File: src/rtl/upsample_2x2.sv
// 2x2 nearest-neighbour upsampler: each input row is emitted twice per pixel on
// a first output row (straight from input) and replayed from a line buffer on the second.
module upsample_2x2 #(
  parameter int DATA_WIDTH = 8,
  parameter int ROW_LEN    = 16
) (
  input  logic                  clk,
  input  logic                  rst,
  input  logic [DATA_WIDTH-1:0] in_data,
  input  logic                  in_valid,
  output logic                  in_ready,
  output logic [DATA_WIDTH-1:0] out_data,
  output logic                  out_valid,
  input  logic                  out_ready,
  output logic                  out_eol
);
  localparam int CW = (ROW_LEN > 1) ? $clog2(ROW_LEN) : 1;
  localparam logic [CW-1:0] LAST = CW'(ROW_LEN - 1);

  typedef enum logic { LOAD = 1'b0, REPLAY = 1'b1 } state_t;

  state_t                r_state, w_state_nxt;
  logic [CW-1:0]         r_col, w_col_nxt, w_col_inc, w_col_w;
  logic                  r_rep, w_rep_nxt;
  logic                  r_out_valid, w_out_valid_nxt;
  logic [DATA_WIDTH-1:0] r_out_data, w_out_data_nxt;
  logic [DATA_WIDTH-1:0] r_buf [ROW_LEN];
  logic                  w_last, w_in_acc, w_out_acc;

  assign w_last    = (r_col == LAST);
  assign w_col_inc = r_col + CW'(1);
  assign in_ready  = (r_state == LOAD) &&
                     (!r_out_valid || (out_ready && r_rep && !w_last));
  assign w_in_acc  = in_valid && in_ready;
  assign w_out_acc = r_out_valid && out_ready;
  // While a pixel is showing, a new one is only taken alongside the column advance.
  assign w_col_w   = r_out_valid ? w_col_inc : r_col;

  assign out_data  = r_out_data;
  assign out_valid = r_out_valid;
  assign out_eol   = r_out_valid && r_rep && w_last;

  always_comb begin
    w_state_nxt     = r_state;
    w_col_nxt       = r_col;
    w_rep_nxt       = r_rep;
    w_out_valid_nxt = r_out_valid;
    w_out_data_nxt  = r_out_data;
    case (r_state)
      LOAD: begin
        if (w_out_acc && !r_rep) begin
          w_rep_nxt = 1'b1;
        end else if (w_out_acc) begin
          w_rep_nxt = 1'b0;
          if (w_last) begin
            w_state_nxt     = REPLAY;
            w_col_nxt       = '0;
            w_out_data_nxt  = r_buf[0];
            w_out_valid_nxt = 1'b1;
          end else begin
            w_col_nxt       = w_col_inc;
            w_out_valid_nxt = w_in_acc;
            if (w_in_acc) w_out_data_nxt = in_data;
          end
        end else if (w_in_acc) begin
          w_out_valid_nxt = 1'b1;
          w_out_data_nxt  = in_data;
          w_rep_nxt       = 1'b0;
        end
      end
      REPLAY: begin
        if (w_out_acc && !r_rep) begin
          w_rep_nxt = 1'b1;
        end else if (w_out_acc) begin
          w_rep_nxt = 1'b0;
          if (w_last) begin
            w_state_nxt     = LOAD;
            w_col_nxt       = '0;
            w_out_valid_nxt = 1'b0;
          end else begin
            w_col_nxt      = w_col_inc;
            w_out_data_nxt = r_buf[w_col_inc];
          end
        end
      end
      default: w_state_nxt = LOAD;
    endcase
  end

  always_ff @(posedge clk) begin
    if (rst) begin
      r_state     <= LOAD;
      r_col       <= '0;
      r_rep       <= 1'b0;
      r_out_valid <= 1'b0;
      r_out_data  <= '0;
    end else begin
      r_state     <= w_state_nxt;
      r_col       <= w_col_nxt;
      r_rep       <= w_rep_nxt;
      r_out_valid <= w_out_valid_nxt;
      r_out_data  <= w_out_data_nxt;
    end
  end

  // Line buffer is never reset; every entry is rewritten before it is replayed.
  always_ff @(posedge clk) begin
    if (w_in_acc) r_buf[w_col_w] <= in_data;
  end
endmodule
File: config.mk
export PLATFORM = sky130hd
export DESIGN_NAME = upsample_2x2
export DESIGN_NICKNAME = d
export VERILOG_FILES = /design/src/rtl/upsample_2x2.sv
export SDC_FILE = /design/constraint.sdc
export NUM_CORES = 1
export LEC_CHECK = 0
export BUFFER_PORTS_ARGS = -buffer_cell sky130_fd_sc_hd__buf_4
export CAP_MARGIN = 10
export CORE_ASPECT_RATIO = 0.6
export CORE_UTILIZATION = 55
export DETAILED_ROUTE_END_ITERATION = 10
export HOLD_SLACK_MARGIN = 0.08
export PLACE_DENSITY = 0.85
export SYNTH_ARGS = -nofsm -noshare
export SYNTH_HDL_FRONTEND = slang
export SYNTH_SLANG_ARGS = --single-unit
File: constraint.sdc
create_clock -name clk -period 2.35 [get_ports clk]
set_input_delay 0.47 -clock clk [delete_from_list [all_inputs] [get_ports clk]]
set_output_delay 0.47 -clock clk [all_outputs]
set_load 0.03 [all_outputs]
==> results.cfg <==
[pwr]
ir_worst_vdd_mv = 0.557
p_sw_share_pct = 20.9
p_leak_nw = 2.29
pwr-share-comb_pct = 5.1
power_frac_seq_pct = 49.0
internal-power_mw = 4.57
cellPowerDensity_nw_per_um2 = 818
total_power_mw = 5.77
pwr-share-clk_pct = 45.9
netSwitchingPower_mw = 1.21

[global_routing]
grt_start_max_net_pins = 45
track_usage_pct = 26.7
grt_pass1_vias = 3399
grt_pass1_wl_microns = 20800
gr-total-overflow = 0
antenna_found_initial = 0

[logic_synthesis]
synth_top_area_share_pct = 63.9
yosys.area.top_type = edfxtp_1
async_flop_share_pct = 0
netlist_area_sq_um = 6020
ys_warn_count = 0
yosysSeqAreaShare_pct = 68.9
synthCells = 350
yosysMostFrequentCell = edfxtp_1
synth-seq-cells = 143
synthesis.nets = 363
ys.flop_type = edfxtp_1
synth_cell_types = 45
yosys-top-cells-count = edfxtp_1, nor2_1, mux4_2
syn_area_per_cell_sq_um = 17.2
synth_edf_count = 128
synth_top_cells_by_area = edfxtp_1, mux4_2, dfxtp_1

[routing]
routed_wl_microns = 14100
routed_via_density = 6.46
drt-initial-drc-count = 357
vias = 3557
wire_per_inst_microns = 25.6
firstDrtPassIters = 5
drc = 0
antenna_left = 0

[die]
coreArea_sq_um = 10600
rows = 29
chipWidth_microns = 137
die_h_microns = 83.0
die_area_sq_um = 11400
ioPinCount = 23
initial_utilization_pct = 56.8

[sta]
hold_viol_final = 0
relSlewSlack_pct = 58.1
tns_ns = 0
drv_slew = 0
worst_clock_skew_ns = 0.00960
finalSetupViolations = 0
worst_slew_pin_slew_ns = 0.626
fin_crit_ns = 2.29
max_freq_mhz = 436
period_share_pct = 97.6
grt_setup_unrepaired = false

[clock_tree]
holdBufCountCts = 0
numCtsBuffers = 17
htreeDepth = 4
tritoncts = done
clockBufferDepth = 2
cts-root-buf = clkbuf_16
clk_latency_ns = 0.42
clkTransAtPathRegs_ns = 0.06
post-cts-setup-buffer-count = 0
ctsResizeCount = 0
cts.sinks = 143

[placement]
post-dp-hpwl_microns = 9270
place_area_sq_um = 6470
port_buffers = 22
place.gp.congestion = 0.956

[critical_path]
arrival_ns = 1.82
worst-setup-path-type = flip-flop to output port
startpoint_type = flip-flop
cp_slowest_cell = and3_1
critPathMaxFanout = 7
cp_cell_sequence = ha_1 -> and3_1 -> and3_1 -> buf_4
cp-end-kind = output port
critPathMostFrequentCell = and3_1
critical-path-max-stage-delay_ns = 0.37
required_ns = 1.88

[finish]
nFillCells = 721
syn2layout_area_growth_pct = 17.3
final_core_util_pct = 66.6
antenna_cells = 0
drive_gt1_share_pct = 30.1
layout.nets = 412
final_area_sq_um = 7060

[min_path]
hp-class = primary input to flip-flop

[outcome]
status = complete, no violations

[flow_run]
cap_violations = 0
## stage by stage
step	cells	setup slack, ns	hold WS, ns
after detailed placement	519	0.0893	0.550
after global placement	519	0.177	0.546
after floorplan	350	0.107	0.569
final	551	0.0569	0.282
after CTS	551	0.0607	0.265
after global routing	551	0.000753	0.282
## cells by family (layout without fill, tap and decap cells)
family / after synthesis / after routing / synth area share (%)
xor gates and xnor gates: 4 / 4 / 0.707
and+or+nand+nor: 77 / 77 / 6.28
muxes: 49 / 49 / 14.8
adders and majority gates: 1 / 1 / 0.208
DFF: 143 / 143 / 68.9
AOI/OAI and AO/OA: 49 / 49 / 6.36
buffers and inverters: 27 / 89 / 2.79
## layer usage
| layer | routed length (microns) | part of all wire [%] | vias to the layer above | GRT usage, % |
|---|---|---|---|---|
| met3 | 1640 | 12 | 16 | 12.1 |
| met1 | 6130 | 44 | 1816 | 39.4 |
| met4 | 148 | 1.1 | 0 | 7.09 |
| met5 | 0 | 0 | - | 0 |
| li1 | - | - | 1520 | - |
| met2 | 6170 | 44 | 205 | 35.9 |
## cell type report
class / count / area, sq um / share of cell area [%]
Sequential cell: 143 / 4150 / 58.7
Multi-Input combinational cell: 180 / 1710 / 24.3
Clock buffer: 20 / 437 / 6.18
Timing Repair Buffer: 52 / 428 / 6.06
Tap cell: 139 / 174 / 2.46
Clock inverter: 12 / 144 / 2.04
Inverter: 5 / 18.8 / 0.266
## worst max-delay path, delay by kind of cell (launching register included)
family        cells  cell delay, ns
simple gates      2            0.57
flops             1            0.35
fa+ha+maj         1            0.33
buf+inv           1            0.15
## worst paths after layout
path                                  from                       end  slack, ns  cells past startpoint
setup / recovery     r_col[0]$_SDFFE_PP0P_                   out_eol       0.06                      4
hold reg to reg   out_data[6]$_SDFFE_PP0P_  out_data[6]$_SDFFE_PP0P_       0.57                      1
hold / removal                         rst     r_col[0]$_SDFFE_PP0P_       0.28                      2
setup reg to reg     r_col[0]$_SDFFE_PP0P_  out_data[0]$_SDFFE_PP0P_       0.09                      6
## sequential cells by signal (all words and copies together) (netlist names)
register   cells
out_data       8
r_rep          1
r_state        1
r_col          4
r_buf        128
out_valid      1
## power by group through the flow
stage	clock network, mW	registers [mW]	logic, mW
2_1_floorplan	0	2.90	0.133
3_3_place_gp	0	2.88	0.277
3_5_place_dp	0	2.88	0.290
4_1_cts	2.67	2.83	0.291
5_1_grt	2.77	2.83	0.310
6_report	2.65	2.83	0.294
## cells in the final DEF, fill, tap and decap left out, types with 2 or more instances in the layout
master,instances
a21oi_1,6
a32oi_1,2
and3_1,3
buf_12,3
buf_4,49
bufinv_16,3
clkbuf_1,3
clkbuf_16,17
clkinv_1,2
clkinv_2,3
clkinvlp_4,3
dfxtp_1,14
edfxtp_1,128
inv_1,5
mux2i_1,17
mux4_2,32
nand2_1,10
nand2b_1,2
nand3_1,3
nor2_1,33
nor2_2,3
nor3_1,11
nor3b_1,3
o21ai_0,5
o21ai_1,4
o221a_1,8
o221ai_1,7
o22ai_1,8
o32ai_1,2
or3_1,2
xnor2_1,2
(Power assumes the default switching activity.)
